===== src/rtl/l1d_write_buffer_if.sv =====
// Signal bundle between the L1 data cache port, the write buffer and the AXI master bridge.
// Handshakes: a cache request completes in a cycle with d_req=1 and d_wait=0; a bus operation
// completes in a cycle with (m_read|m_write)=1 and m_stall=0; requesters hold everything stable until then.
interface l1d_write_buffer_if #(
    parameter int ADDR_W = 32,
    parameter int DATA_W = 32,
    parameter int TYPE_W = 3
);
    logic              d_req;
    logic              d_write;
    logic [ADDR_W-1:0] d_addr;
    logic [DATA_W-1:0] d_in;
    logic [TYPE_W-1:0] d_type;
    logic [DATA_W-1:0] d_out;
    logic              d_wait;

    logic              m_read;
    logic              m_write;
    logic [ADDR_W-1:0] m_addr;
    logic [DATA_W-1:0] m_data;
    logic [TYPE_W-1:0] m_type;
    logic [DATA_W-1:0] m_data_out;
    logic              m_stall;

    logic              wb_empty;

    // master: the write buffer itself; slave: the cache plus bridge around it
    modport master (
        input  d_req, d_write, d_addr, d_in, d_type, m_data_out, m_stall,
        output d_out, d_wait, m_read, m_write, m_addr, m_data, m_type, wb_empty
    );

    modport slave (
        output d_req, d_write, d_addr, d_in, d_type, m_data_out, m_stall,
        input  d_out, d_wait, m_read, m_write, m_addr, m_data, m_type, wb_empty
    );
endinterface


===== src/rtl/l1d_write_buffer.sv =====
// Posted-write FIFO between the L1 data cache and the AXI master bridge. Writes retire at once
// and drain in the background; reads wait for all earlier writes, one bus operation at a time.
module l1d_write_buffer #(
    parameter int DEPTH  = 4,
    parameter int ADDR_W = 32,
    parameter int DATA_W = 32,
    parameter int TYPE_W = 3
) (
    input  logic                clk,
    input  logic                rst,
    l1d_write_buffer_if.master  bus,
    output logic [1:0]          dbg_state
);
    localparam int PTR_W = $clog2(DEPTH);
    localparam int CNT_W = PTR_W + 1;

    typedef enum logic [1:0] {
        S_IDLE   = 2'd0,
        S_WDRAIN = 2'd1,
        S_RD     = 2'd2
    } state_t;

    state_t            state, state_next;
    logic [PTR_W-1:0]  rd_ptr, wr_ptr;
    logic [CNT_W-1:0]  count, count_next;
    logic [ADDR_W-1:0] rd_addr;
    logic [TYPE_W-1:0] rd_type;
    logic [DATA_W-1:0] d_out_q;
    logic              enq, deq, rd_done, rd_latch;

    logic [ADDR_W-1:0] fifo_addr [DEPTH];
    logic [DATA_W-1:0] fifo_data [DEPTH];
    logic [TYPE_W-1:0] fifo_type [DEPTH];

    // No bypass: a full buffer only accepts after a drain has actually lowered count
    assign enq     = bus.d_req & bus.d_write & (count != CNT_W'(DEPTH));
    assign deq     = (state == S_WDRAIN) & ~bus.m_stall;
    assign rd_done = (state == S_RD) & ~bus.m_stall;

    always_comb begin
        count_next = count;
        if (enq && !deq)
            count_next = count + CNT_W'(1);
        else if (!enq && deq)
            count_next = count - CNT_W'(1);
    end

    always_ff @(posedge clk) begin
        if (enq) begin
            fifo_addr[wr_ptr] <= bus.d_addr;
            fifo_data[wr_ptr] <= bus.d_in;
            fifo_type[wr_ptr] <= bus.d_type;
        end
    end

    always_ff @(posedge clk or posedge rst) begin
        if (rst) begin
            state   <= S_IDLE;
            rd_ptr  <= '0;
            wr_ptr  <= '0;
            count   <= '0;
            rd_addr <= '0;
            rd_type <= '0;
            d_out_q <= '0;
        end else begin
            state <= state_next;
            count <= count_next;
            if (enq)
                wr_ptr <= wr_ptr + PTR_W'(1);
            if (deq)
                rd_ptr <= rd_ptr + PTR_W'(1);
            if (rd_latch) begin
                rd_addr <= bus.d_addr;
                rd_type <= bus.d_type;
            end
            if (rd_done)
                d_out_q <= bus.m_data_out;
        end
    end

    always_comb begin
        state_next  = state;
        rd_latch    = 1'b0;
        bus.m_read  = 1'b0;
        bus.m_write = 1'b0;
        bus.m_addr  = '0;
        bus.m_data  = '0;
        bus.m_type  = '0;
        bus.d_out   = d_out_q;
        case (state)
            S_IDLE: begin
                // A write posted this cycle counts, so its drain starts on the next cycle
                if (count != '0 || enq) begin
                    state_next = S_WDRAIN;
                end else if (bus.d_req && !bus.d_write) begin
                    state_next = S_RD;
                    rd_latch   = 1'b1;
                end
            end
            S_WDRAIN: begin
                bus.m_write = 1'b1;
                bus.m_addr  = fifo_addr[rd_ptr];
                bus.m_data  = fifo_data[rd_ptr];
                bus.m_type  = fifo_type[rd_ptr];
                if (!bus.m_stall && count_next == '0)
                    state_next = S_IDLE;
            end
            S_RD: begin
                bus.m_read = 1'b1;
                bus.m_addr = rd_addr;
                bus.m_type = rd_type;
                if (!bus.m_stall) begin
                    bus.d_out  = bus.m_data_out;
                    state_next = S_IDLE;
                end
            end
            default: state_next = S_IDLE;
        endcase
    end

    always_comb begin
        bus.d_wait = 1'b0;
        if (bus.d_req)
            bus.d_wait = bus.d_write ? (count == CNT_W'(DEPTH)) : ~rd_done;
    end

    assign bus.wb_empty = (count == '0) && (state == S_IDLE);
    assign dbg_state    = state;
endmodule


===== src/flat_wrapper.sv =====
// flat-port wrapper written by rule: the top's interface ports become plain ports
module l1d_write_buffer_flat 
#(
    parameter int DEPTH  = 4,
    parameter int ADDR_W = 32,
    parameter int DATA_W = 32,
    parameter int TYPE_W = 3
)
  (clk, rst, dbg_state, bus_d_req, bus_d_write, bus_d_addr, bus_d_in, bus_d_type, bus_m_data_out, bus_m_stall, bus_d_out, bus_d_wait, bus_m_read, bus_m_write, bus_m_addr, bus_m_data, bus_m_type, bus_wb_empty);
  l1d_write_buffer_if #(.ADDR_W(ADDR_W), .DATA_W(DATA_W), .TYPE_W(TYPE_W)) bus_i ();
  input  logic clk;
  input  logic rst;
  output logic [1:0] dbg_state;
  input wire logic [$bits(bus_i.d_req)-1:0] bus_d_req;
  input wire logic [$bits(bus_i.d_write)-1:0] bus_d_write;
  input wire logic [$bits(bus_i.d_addr)-1:0] bus_d_addr;
  input wire logic [$bits(bus_i.d_in)-1:0] bus_d_in;
  input wire logic [$bits(bus_i.d_type)-1:0] bus_d_type;
  input wire logic [$bits(bus_i.m_data_out)-1:0] bus_m_data_out;
  input wire logic [$bits(bus_i.m_stall)-1:0] bus_m_stall;
  output wire logic [$bits(bus_i.d_out)-1:0] bus_d_out;
  output wire logic [$bits(bus_i.d_wait)-1:0] bus_d_wait;
  output wire logic [$bits(bus_i.m_read)-1:0] bus_m_read;
  output wire logic [$bits(bus_i.m_write)-1:0] bus_m_write;
  output wire logic [$bits(bus_i.m_addr)-1:0] bus_m_addr;
  output wire logic [$bits(bus_i.m_data)-1:0] bus_m_data;
  output wire logic [$bits(bus_i.m_type)-1:0] bus_m_type;
  output wire logic [$bits(bus_i.wb_empty)-1:0] bus_wb_empty;
  assign bus_i.d_req = bus_d_req;
  assign bus_i.d_write = bus_d_write;
  assign bus_i.d_addr = bus_d_addr;
  assign bus_i.d_in = bus_d_in;
  assign bus_i.d_type = bus_d_type;
  assign bus_i.m_data_out = bus_m_data_out;
  assign bus_i.m_stall = bus_m_stall;
  assign bus_d_out = bus_i.d_out;
  assign bus_d_wait = bus_i.d_wait;
  assign bus_m_read = bus_i.m_read;
  assign bus_m_write = bus_i.m_write;
  assign bus_m_addr = bus_i.m_addr;
  assign bus_m_data = bus_i.m_data;
  assign bus_m_type = bus_i.m_type;
  assign bus_wb_empty = bus_i.wb_empty;
  l1d_write_buffer #(.DEPTH(DEPTH), .ADDR_W(ADDR_W), .DATA_W(DATA_W), .TYPE_W(TYPE_W)) u_core (.clk(clk), .rst(rst), .bus(bus_i), .dbg_state(dbg_state));
endmodule

===== config.mk =====
export PLATFORM = sky130hd
export DESIGN_NAME = l1d_write_buffer_flat
export DESIGN_NICKNAME = d
export VERILOG_FILES = /design/src/rtl/l1d_write_buffer_if.sv /design/src/rtl/l1d_write_buffer.sv /design/src/flat_wrapper.sv
export SDC_FILE = /design/constraint.sdc
export NUM_CORES = 1
export LEC_CHECK = 0
export CORE_MARGIN = 1.5
export CORE_UTILIZATION = 45
export CTS_CLUSTER_DIAMETER = 80
export CTS_CLUSTER_SIZE = 20
export DETAILED_ROUTE_END_ITERATION = 10
export PLACE_DENSITY = 0.75
export SYNTH_ARGS = -nofsm -noshare
export SYNTH_HDL_FRONTEND = slang
export SYNTH_SLANG_ARGS = --single-unit

===== constraint.sdc =====
create_clock -name clk -period 6.35 [get_ports clk]
set_clock_uncertainty 0.1 [all_clocks]
set_input_delay 0.9525 -clock clk [delete_from_list [all_inputs] [get_ports clk]]
set_output_delay 0.9525 -clock clk [all_outputs]
set_load 0.01 [all_outputs]

Yosys cells after proc, flatten, opt, wreduce, memory -nomap -nowiden

Memory sizes are Yosys's and may differ from the RTL's.
Index checks and enable logic that the tools add are counted.

$add $sub $neg: 4
Eq/ne operators: 7
Reduce and logical (&&, ||, !) cells: 15
Mux-type cells: 21
Bitwise logic cells: 6

Operator list:

| cell                                                                   | number |
|---|---|
| 32-bit 2-to-1 mux                                                      | 3 |
| 32-bit one-hot mux with 2 select lines                                 | 1 |
| 1-bit 2-to-1 mux                                                       | 9 |
| 2-bit 2-to-1 mux                                                       | 4 |
| 3-bit zero test                                                        | 2 |
| 3-bit 2-to-1 mux                                                       | 2 |
| 2-bit one-hot mux with 3 select lines                                  | 1 |
| 3-bit one-hot mux with 2 select lines                                  | 1 |
| 1-bit logical AND                                                      | 5 |
| 2-bit by 1-bit adder with 2-bit output (second input constant)         | 2 |
| 1-bit AND                                                              | 4 |
| 1-bit zero test                                                        | 4 |
| 2-bit != test (second input constant)                                  | 2 |
| 3-bit by 1-bit adder with 3-bit output (second input constant)         | 1 |
| 3-bit equality test (second input constant)                            | 1 |
| 3-bit by 1-bit != test with 1-bit output (second input constant)       | 1 |
| 3-bit != test (second input constant)                                  | 1 |
| 3-bit AND reduction                                                    | 1 |
| 3-bit nonzero test                                                     | 1 |
| 3-bit by 1-bit subtractor with 3-bit output (second input constant)    | 1 |
| 2-bit by 1-bit equality test with 1-bit output (second input constant) | 1 |
| 2-bit equality test (second input constant)                            | 1 |
| 2-bit zero test                                                        | 1 |
| 1-bit inverter                                                         | 2 |
| 1-bit logical OR                                                       | 1 |

Logic and storage cells: 63
Flip-flop bits (word level): 76
Memory bits (writable): 268
Memories kept: 3
Output and inout port bits: 105

Memories:

| memory           | depth | width | read ports | clocked after memory_dff | write ports | RTL line               | RTL |
|---|---|---|---|---|---|---|---|
| u_core.fifo_addr | 4     | 32    | 1          | 0                        | 1           | l1d_write_buffer.sv:31 | `logic [ADDR_W-1:0] fifo_addr [DEPTH];` |
| u_core.fifo_data | 4     | 32    | 1          | 0                        | 1           | l1d_write_buffer.sv:32 | `logic [DATA_W-1:0] fifo_data [DEPTH];` |
| u_core.fifo_type | 4     | 3     | 1          | 0                        | 1           | l1d_write_buffer.sv:33 | `logic [TYPE_W-1:0] fifo_type [DEPTH];` |

Logic depth before layout (Yosys ltp)

Gate-level depths: netlist of the first run.

Depth after elaboration: 10
Depth in mapped cells: 8
Mapped depth without buffers: 8

Least setup slack after synthesis of the first run

OpenSTA, ideal clock, no wires.

Path type: input to register
Start: input port bus_d_req
End: memory u_core.fifo_addr[0][0] (enable)
Arrival: 3.012 ns
Path slack: 2.806 ns
Stages on the path: 3
Setup time: 0.432 ns
Path buffers: 0
Path through: nand2_1 > a21oi_2 > and2_1

Cells in the longest elaborated chain, start to end: 4

RTL lines:

| item                                   | RTL line               | RTL |
|---|---|---|
| start, declared                        | flat_wrapper.sv:14     | `input wire logic [$bits(bus_i.d_req)-1:0] bus_d_req;` |
| 1-bit AND (2 in a row)                 | l1d_write_buffer.sv:36 | `assign enq = bus.d_req & bus.d_write & (count != CNT_W'(DEPTH));` |
| 1-bit 2-to-1 mux                       | l1d_write_buffer.sv:49 | `if (enq) begin` |
| 1-bit 2-to-1 mux (not written as such) | l1d_write_buffer.sv:50 | `fifo_addr[wr_ptr] <= bus.d_addr;` |
| end, declared                          | l1d_write_buffer.sv:31 |  |

Every way passes these cells.

Worst setup path in the final report of the first run

Start: input port bus_m_stall
End: output port bus_d_out[20]

Cells in the longest elaborated chain, start to end: 2

RTL lines:

| item              | RTL line                | RTL |
|---|---|---|
| start, declared   | flat_wrapper.sv:20      | `input wire logic [$bits(bus_i.m_stall)-1:0] bus_m_stall;` |
| 32-bit 2-to-1 mux | l1d_write_buffer.sv:112 | `if (!bus.m_stall) begin` |
| 32-bit 2-to-1 mux | l1d_write_buffer.sv:90  | `case (state)` |
| end, declared     | flat_wrapper.sv:21      | `output wire logic [$bits(bus_i.d_out)-1:0] bus_d_out;` |

Every way passes these cells.

==> results of run 1 <==
-- worst register-to-register path: cells and delay by family, from the launching register on --
kind,cells,cell delay (ns)
buf+inv,2,0.60
flops,1,0.41
simple gates,1,0.69
fa+ha+maj,1,0.26
compound gates,1,0.43
-- routing by layer --
| metal | GRT usage [%] | routed length [µm] |
|---|---|---|
| met5 | 0 | 12 |
| met4 | 3.47 | 469 |
| met1 | 24.3 | 11700 |
| met2 | 28.7 | 13500 |
| met3 | 2.86 | 1580 |
-- cells in the final DEF (no fill, tap or decap), drive strengths merged --
master and instances:
mux2 99, nor2 3, nand3 2, a21oi 4, o21ai 2, nor4b 1
buf 11, dfrtp 76, mux2i 2, xnor2 4, o31ai 1, a22oi 35
nor2b 36, nor3b 1, and2 36, o21a 1, o211ai 1, clkdlybuf4s50 208
edfxtp 268, ha 10, o211a 1, nand2 12, inv 10, nand2b 2
clkinv 2, clkbuf 33, a31oi 2, mux4 67, xor2 2
-- cells by family after synthesis --
| logic type | synth area share [%] |
|---|---|
| xor gates and xnor gates | 0.377 |
| adders and majority gates | 0.898 |
| muxes | 19.0 |
| buffers and inverters | 1.80 |
| DFF | 71.4 |
| AOI/OAI and AO/OA | 2.45 |
| and+or+nand+nor | 4.11 |
-- state kept, by name (all words and copies together), names as in the netlist --
register,cells
u_core.fifo_data,128
u_core.fifo_type,12
u_core.rd_type,3
u_core.count,3
u_core.rd_ptr,2
u_core.wr_ptr,2
u_core.d_out_q,32
u_core.fifo_addr,128
u_core.rd_addr,32
u_core.dbg_state,2
-- where the power goes --
group	leakage, µW	switching [µW]	total, µW	internal [µW]
Sequential	0.00338	330	3190	2860
Clock	0.000288	699	1330	628
Combinational	0.00218	1120	2720	1600
Total	0.00584	2150	7230	5080
-- area by class of cell --
type / instances / area (µm²)
fill: 2350 / 13500
sequential: 344 / 9960
multi-input combinational: 324 / 3750
timing repair buffer: 219 / 2160
clock buffer: 33 / 571
tap: 396 / 495
inverter: 9 / 35.0
clock inverter: 3 / 28.8
-- worst max path at each step --
stage	slack, ns	endpoint	cells past startpoint
CTS	1.80	bus_d_out[20]	5
global route	1.66	bus_d_out[19]	5
global placement	1.83	bus_d_out[24]	5
detailed placement	1.81	bus_d_out[20]	5
finish	1.79	bus_d_out[20]	5
floorplan	2.81	u_core.fifo_addr[0][0]$_DFFE_PP_	3
-- metrics by stage --
step | area (µm²) | power (µW) | hold slack [ns]
2_1_floorplan | 13900 | 4800 | 0.359
3_5_place_dp | 16400 | 6010 | 0.375
4_1_cts | 17000 | 7350 | 0.395
5_1_grt | 17000 | 7650 | 0.421
3_3_place_gp | 16400 | 5970 | 0.368
6_report | 17000 | 7230 | 0.393
==> summary.md, run 1 <==
| Metric | Value |
|---|---|
| Status | `completed` |
| Yosys Warn Count | `0` |
| Minimum clock period | `4.56 ns` |
| Initial antenna violation count | `1` |
| Antenna Cells | `0` |
| Total grt overflow | `0` |
| CORE AREA | `30500 µm²` |
| Drt pass-1 iters | `5` |
| Syn_nets | `834` |
| All-Layer GR Usage | `17.3%` |
| Max cap viols | `0` |
| DRC viols | `0` |
| Post-Syn Area | `13900 µm²` |
| Max stage delay on crit path | `0.64 ns` |
| CP most frequent cell | `clkdlybuf4s50_1` |
| Clock Latency Late Sink | `0.51 ns` |
| Area leader, netlist | `edfxtp_1` |
| Area grow syn2layout | `22.0%` |
| CP Capture Type | `output pin` |
| CTS tree | `built` |
| Layout Nets | `1033` |
| CP Cell Sequence | `clkdlybuf4s50_1 > nand2b_2 > buf_4 > mux2_2 > clkdlybuf4s50_1` |
| CP max FO | `34` |
| CTS Hold Buffers Added | `0` |
| Post-CTS Setup Inserts | `0` |
| Worst vdd ir | `0.244 mV` |
| Vias in the first global route | `7484` |
| Io pins | `209` |
| Worst-Margin Slew | `1.09 ns` |
| Non-Filler Instances | `1328` |
| CTS H-tree depth | `1` |
| RR Startpoint | `u_core.count[0]$_DFF_PP0_` |
| Die width | `179 µm` |
| Routability-driven placement congestion ratio | `0.731` |
| Final period util | `71.7%` |
| Hold_sp | `u_core.rd_addr[27]$_DFFE_PP0P_` |
| Fmax | `220 MHz` |
| Clock Tree Root | `clkbuf_16` |
| Worst Setup Path Type | `primary input to output pin` |
| First-pass GRT wire length | `42200 µm` |
| Largest net degree at the start of global routing | `69` |
| Layout cells sized above 1 | `22.5%` |
| WP buf/inv | `3` |
| Critical Path RT | `5.30 ns` |
| Post-DRT Antenna Nets | `0` |
| Final Max Slew Viols | `0` |
| Worst hold path depth | `1` |
| Setup WS pre-CTS | `1.81 ns` |
| Starting Density | `45.7%` |
| Drt total wl | `27200 µm` |
| TritonCTS Buffers | `21` |
| RSZ-0062 raised after global routing | `false` |
| Critical path's slowest cell | `nand2b_2` |
| Max_slew headroom | `27.4%` |
| Cell Rows | `64` |
| Unique cell type count in the Yosys netlist | `34` |
| Worst hold path type | `flip-flop to flip-flop` |
| Gate Count Post-Synth | `720` |
| Synth top area cells | `edfxtp_1 58%, dfrtp_1 14%, mux4_2 11%, mux2_2 7.5%, a22oi_1 1.9%` |
| Synthesized area per cell | `19.4 µm²` |
| Top-count cell post-synth | `edfxtp_1` |
| Worst r2r path cells | `5` |
| Port Buf Inserts | `208` |
| Top FF cell, synth | `edfxtp_1` |
| Post-synthesis sequential area ratio | `71.4%` |
| Commonest cells in the netlist | `268 x edfxtp_1, 93 x mux2_2, 76 x dfrtp_1` |
| Via count | `7178` |
| Reg2Reg Capture Point | `u_core.fifo_data[2][17]$_DFFE_PP_` |
| Post-route setup slack | `1.79 ns` |
| Top-area cell type share of the netlist area | `57.7%` |
| Die Ht | `179 µm` |
| Synthesis-stage register bit count | `344` |
| Final setup vio count | `0` |
| HPWL Detailed | `16300 µm` |
| Clock transition at the registers of the reported paths | `0.08 ns` |
| Worst setup SP type | `primary input` |
| Drt via density | `5.41` |
| Worst Hold End | `u_core.rd_addr[27]$_DFFE_PP0P_` |
| Critical Path Start | `bus_m_stall` |
| Final Hold Vio Count | `0` |
| Leakage power | `0.00584 µW` |
| PD cells | `425 nW/µm²` |
| Async SR Flop Fraction | `22.1%` |
| Core Util, Final | `55.7%` |
| CP arrival | `3.50 ns` |
| Crit-path leading delay family | `buffers and inverters` |
| Number of synthesized flops with an enable pin | `268` |
| Cts repair resizes | `0` |
| Die ar. | `32000 µm²` |
| DR iter-0 viols | `466` |
| Clock sinks | `344` |
| R2R setup slack | `3.50 ns` |
| CTS Buffer Depth | `3` |
| Placed Instances | `1292` |
| Wire per inst | `20.5 µm` |
| Total negative slack | `0 ns` |
(Power assumes the default switching activity.)
==> run 2, diff against run 1 <==
--- a/config.mk
+++ b/config.mk
@@ -10,7 +10,7 @@
 export CTS_CLUSTER_DIAMETER = 80
 export CTS_CLUSTER_SIZE = 20
 export DETAILED_ROUTE_END_ITERATION = 10
-export PLACE_DENSITY = 0.75
+export PLACE_DENSITY = 0.78
 export SYNTH_ARGS = -nofsm -noshare
 export SYNTH_HDL_FRONTEND = slang
 export SYNTH_SLANG_ARGS = --single-unit
==> constraint.sdc (replaced) <==
create_clock -name clk -period 4.1 [get_ports clk]
set_clock_uncertainty 0.1 [all_clocks]
set_input_delay 0.615 -clock clk [delete_from_list [all_inputs] [get_ports clk]]
set_output_delay 0.615 -clock clk [all_outputs]
set_load 0.01 [all_outputs]
==> run 2 against run 1 <==
Against the previous run:
- sequential share of layout area decreased by 0.69 points
- sequential power is 51% higher
- worst hold slack got worse by 0.0020 ns
- utilization grew 0.66 points
- count of clock-buffer cells in the layout up 1
- highest routed layer unchanged
- combinational power rose by 64%
- final cell count up 1.1%
==> summary.md, run 2 (synthesized netlist as in run 1, its figures left out) <==
| Metric | Value |
|---|---|
| Max_slew headroom | `39.0%` |
| Port Buf Inserts | `208` |
| Reg2Reg Capture Point | `u_core.fifo_data[0][6]$_DFFE_PP_` |
| Routability-driven placement congestion ratio | `0.712` |
| Clock transition at the registers of the reported paths | `0.08 ns` |
| Area grow syn2layout | `23.5%` |
| Reg power frac | `42.4%` |
| Fmax | `271 MHz` |
| Commonest non-fill, non-tap cell in the layout | `edfxtp_1` |
| Switching Share | `29.8%` |
| Critical Path Start | `u_core.rd_ptr[0]$_DFFE_PP0P_` |
| RSZ-0062 raised after global routing | `false` |
| All-Layer GR Usage | `17.6%` |
| Post-DRT Antenna Nets | `0` |
| Worst vdd ir | `0.443 mV` |
| Wire per inst | `20.7 µm` |
| Fin Hold WS | `0.391 ns` |
| Final setup vio count | `0` |
| Clock sinks | `344` |
| Top flop regs | `u_core.fifo_addr x128, u_core.fifo_data x128` |
| Die Ht | `179 µm` |
| Critical Path RT | `3.38 ns` |
| P_sw | `3390 µW` |
| Max cap viols | `0` |
| Layout cells sized above 1 | `23.7%` |
| Final Max Slew Viols | `0` |
| Total negative slack | `0 ns` |
| Largest net degree at the start of global routing | `66` |
| Layout Nets | `1046` |
| Via count | `7218` |
| P_int | `7970 µW` |
| CTS tree | `built` |
| Core Util, Final | `56.4%` |
| Die width | `179 µm` |
| Post-CTS Setup Inserts | `0` |
| R2R setup slack | `1.59 ns` |
| Minimum clock period | `3.69 ns` |
| CP arrival | `2.97 ns` |
| Final Hold Vio Count | `0` |
| Cts repair resizes | `0` |
| Most frequent cells in the layout | `268 x edfxtp_1, 208 x clkdlybuf4s50_1, 93 x mux2_2, 74 x dfrtp_1, 67 x mux4_2` |
| Starting Density | `45.7%` |
| DR iter-0 viols | `452` |
| Final period util | `89.9%` |
| Logic gate share of total power | `39.3%` |
| Antenna Cells | `0` |
| Initial antenna violation count | `2` |
| CP max FO | `29` |
| CP Capture Type | `output pin` |
| CTS H-tree depth | `1` |
| Worst hold path type | `primary input to asynchronous set/reset pin` |
| Io pins | `209` |
| TritonCTS Buffers | `21` |
| RR Startpoint | `u_core.count[0]$_DFF_PP0_` |
| Vias in the first global route | `7587` |
| Clock Latency Late Sink | `0.52 ns` |
| Die ar. | `32000 µm²` |
| Total grt overflow | `0` |
| Status | `completed` |
| Worst setup SP type | `flip-flop` |
| PD cells | `660 nW/µm²` |
| CTS Hold Buffers Added | `0` |
| Worst Setup Path Type | `flip-flop to output pin` |
| Worst r2r path cells | `5` |
| First-pass GRT wire length | `42600 µm` |
| DRC viols | `0` |
| CORE AREA | `30500 µm²` |
| Critical path capture point | `bus_m_addr[26]` |
| Cell Rows | `64` |
| Clock Tree Root | `clkbuf_16` |
| Clk pwr share | `18.3%` |
| Drt via density | `5.37` |
| Worst-Margin Slew | `0.916 ns` |
| Leakage power | `0.00594 µW` |
| Drt total wl | `27900 µm` |
| Drt pass-1 iters | `5` |
| CTS Buffer Depth | `3` |
| HPWL Detailed | `17100 µm` |
run 2: changes by cell type in the layout (fill, tap and decap cells not counted), sizes merged:
cell	previous run	this run
clkinvlp	0	1
buf	11	24
clkbuf	33	34
run 2: per-stage QoR:
step	instance area [µm²]	power [µW]	setup slack, ns	cells
after floorplan	13900	7430	0.893	720
after CTS	17200	11500	0.317	1343
after detailed placement	16600	9440	0.898	1305
after global routing	17200	12000	0.200	1343
after global placement	16600	9350	0.921	1305
final	17200	11400	0.415	1343
run 2: area by class of cell:
class                   instances  area (µm²)
clock buffers                  34         574
well taps                     396         495
clock inverters                 4        30.0
repair buffers                232        2360
inverters                       9        35.0
multi-input cells             324        3750
flip-flops and latches        344        9960
fillers                      2318       13300
run 2: worst min path at each step:
stage / start / end / slack (ns) / depth (start not counted)
floorplan: u_core.rd_addr[14]$_DFFE_PP0P_ / u_core.rd_addr[14]$_DFFE_PP0P_ / 0.36 / 1
detailed placement: u_core.rd_addr[27]$_DFFE_PP0P_ / u_core.rd_addr[27]$_DFFE_PP0P_ / 0.38 / 1
global route: u_core.rd_addr[14]$_DFFE_PP0P_ / u_core.rd_addr[14]$_DFFE_PP0P_ / 0.42 / 1
global placement: u_core.rd_addr[23]$_DFFE_PP0P_ / u_core.rd_addr[23]$_DFFE_PP0P_ / 0.37 / 1
finish: rst / u_core.rd_addr[3]$_DFFE_PP0P_ / 0.39 / 2
CTS: rst / u_core.rd_addr[3]$_DFFE_PP0P_ / 0.40 / 2
run 2: critical path, cell delays in order, from the launching register on:
cell and delay [ns]:
dfrtp_4 0.83, buf_4 0.33, mux4_2 0.55, a22oi_1 0.18, nor2b_1 0.07, clkdlybuf4s50_1 0.48
run 2: layer usage:
metal  part of all wire, %  routed length, µm  vias to the layer above  GRT usage [%]
li1                      -                  -                     3249              -
met1                    42              11800                     3734           23.6
met2                    50              14000                      196           30.3
met3                   5.4               1510                       35           3.22
met4                   1.9                527                        4           3.06
met5                 0.097                 27                        -          0.160
run 2: power by group through the flow:
stage / Combinational [µW] / Sequential, µW / Clock, µW
2_1_floorplan: 2760 / 4670 / 0
3_3_place_gp: 4480 / 4870 / 0
6_report: 4470 / 4820 / 2080
3_5_place_dp: 4530 / 4910 / 0
4_1_cts: 4560 / 4830 / 2150
5_1_grt: 4840 / 4910 / 2250
==> run 3, diff against run 2 <==
--- a/config.mk
+++ b/config.mk
@@ -10,7 +10,7 @@
 export CTS_CLUSTER_DIAMETER = 80
 export CTS_CLUSTER_SIZE = 20
 export DETAILED_ROUTE_END_ITERATION = 10
-export PLACE_DENSITY = 0.78
+export PLACE_DENSITY = 0.67
 export SYNTH_ARGS = -nofsm -noshare
 export SYNTH_HDL_FRONTEND = slang
 export SYNTH_SLANG_ARGS = --single-unit
==> run 3 against run 2 <==
Against the previous run:
- worst setup slack better by 0.15 ns
- register-to-register slack improved by 0.04 ns
- power up 0.43%
- critical path depth is the same
- fmax is 4.2% higher
- count of clock-buffer cells in the layout rose by 2
- clock power is essentially flat
- largest cell class unchanged
==> summary.md, run 3 (synthesized netlist as in run 1, its figures left out) <==
| Metric | Value |
|---|---|
| Clock Latency Late Sink | `0.53 ns` |
| Design Power | `11400 µW` |
| Port Buf Inserts | `208` |
| Area grow syn2layout | `23.8%` |
| Vias in the first global route | `7521` |
| Final setup vio count | `0` |
| Max_slew headroom | `37.8%` |
| HPWL Detailed | `17900 µm` |
| Final period util | `86.3%` |
| Total grt overflow | `0` |
| CORE AREA | `30500 µm²` |
| Leakage power | `0.00596 µW` |
| Met1 usage | `23.3%` |
| Post-DRT Antenna Nets | `0` |
| TritonCTS Buffers | `21` |
| FILL cells | `2345` |
| Commonest non-fill, non-tap cell in the layout | `edfxtp_1` |
| Top flop regs | `u_core.fifo_addr x128, u_core.fifo_data x128` |
| Final Max Slew Viols | `0` |
| R2R setup slack | `1.63 ns` |
| Routability-driven placement congestion ratio | `0.724` |
| Worst hold path depth | `1` |
| Worst vdd ir | `0.334 mV` |
| Core Util, Final | `56.5%` |
| Worst hold path type | `flip-flop to flip-flop` |
| Post-route setup slack | `0.562 ns` |
| Via count | `7131` |
| Wire per inst | `21.0 µm` |
| CP Capture Type | `output pin` |
| Layout Nets | `1047` |
| Minimum clock period | `3.54 ns` |
| Setup WS pre-CTS | `0.851 ns` |
| Layout cells sized above 1 | `23.7%` |
| Post-CTS Setup Inserts | `0` |
| First-pass GRT wire length | `42700 µm` |
| DRC viols | `0` |
| Max cap viols | `0` |
| Starting Density | `45.7%` |
| PD cells | `661 nW/µm²` |
| RSZ-0062 raised after global routing | `false` |
| Critical Path RT | `3.38 ns` |
| Reg2Reg Capture Point | `u_core.fifo_data[2][12]$_DFFE_PP_` |
| All-Layer GR Usage | `17.7%` |
| Worst Setup Path Type | `flip-flop to output pin` |
| Hold_sp | `u_core.rd_addr[27]$_DFFE_PP0P_` |
| Design area | `17300 µm²` |
| Io pins | `209` |
| Placed cell area | `16600 µm²` |
| Most frequent cells in the layout | `268 x edfxtp_1, 208 x clkdlybuf4s50_1, 93 x mux2_2, 74 x dfrtp_1, 67 x mux4_2` |
| Clock Tree Root | `clkbuf_16` |
| Drt pass-1 iters | `4` |
| CP arrival | `2.82 ns` |
| Grt met3 use | `3.07%` |
| Die Ht | `179 µm` |
| Met2 Use GR | `30.6%` |
| Drt total wl | `28300 µm` |
| Total negative slack | `0 ns` |
| CP max FO | `16` |
| Cts repair resizes | `0` |
| CTS tree | `built` |
| CTS H-tree depth | `1` |
| RR Startpoint | `u_core.count[0]$_DFF_PP0_` |
| Drt via density | `5.30` |
| Die width | `179 µm` |
| DR iter-0 viols | `423` |
| Worst setup SP type | `flip-flop` |
| Clock transition at the registers of the reported paths | `0.09 ns` |
| Status | `completed` |
| Worst Hold End | `u_core.rd_addr[27]$_DFFE_PP0P_` |
| CTS Hold Buffers Added | `0` |
| CTS Buffer Depth | `3` |
| Cell Rows | `64` |
| Die ar. | `32000 µm²` |
| Largest net degree at the start of global routing | `46` |
| Grt peak-use layer | `met2` |
| Initial antenna violation count | `0` |
| Fmax | `283 MHz` |
| Clock sinks | `344` |
| Final Hold Vio Count | `0` |
| Worst-Margin Slew | `0.933 ns` |
| Worst r2r path cells | `5` |
==> run 3: final cells by class <==
cell class	count	area (µm²)	share of cell area (%)
clock buffers	36	602	3.49
repair buffers	233	2380	13.8
multi-input cells	324	3750	21.8
inverters	9	35.0	0.203
diodes	1	2.50	0.0145
well taps	396	495	2.87
clock inverters	2	25.0	0.145
flip-flops and latches	344	9960	57.7
==> run 3: worst max path at each step <==
stage / slack [ns] / start / cells after the start / to
after floorplan: 0.89 / bus_d_req / 3 / u_core.fifo_addr[0][0]$_DFFE_PP_
after global placement: 0.88 / bus_m_stall / 5 / bus_d_out[2]
after detailed placement: 0.85 / bus_m_stall / 5 / bus_d_out[2]
after CTS: 0.47 / u_core.rd_ptr[0]$_DFFE_PP0P_ / 5 / bus_m_addr[30]
after global routing: 0.37 / u_core.rd_ptr[0]$_DFFE_PP0P_ / 5 / bus_m_addr[30]
final: 0.56 / u_core.rd_ptr[0]$_DFFE_PP0P_ / 5 / bus_m_addr[24]
==> run 3: worst max-delay path: stages (launching register included) <==
cell and delay [ns]:
dfrtp_4 0.66, buf_4 0.33, mux4_2 0.53, a22oi_1 0.22
nor2b_1 0.07, clkdlybuf4s50_1 0.48
==> run 3: stage by stage <==
step / instances / hold slack (ns)
3_3_place_gp: 1306 / 0.370
6_report: 1345 / 0.393
3_5_place_dp: 1306 / 0.376
5_1_grt: 1344 / 0.406
2_1_floorplan: 720 / 0.359
4_1_cts: 1344 / 0.395
==> run 3: report_power, final <==
| part | internal, µW | total (µW) | switching (µW) |
|---|---|---|---|
| sequential | 4430 | 4800 | 377 |
| clock | 1010 | 2100 | 1090 |
| combinational | 2590 | 4500 | 1920 |
| total | 8020 | 11400 | 3390 |
==> run 3: metal layers <==
layer	routed length, µm	share of wire [%]
met5	0	0
met4	573	2.0
met3	1360	4.8
met2	14400	51
met1	12000	42
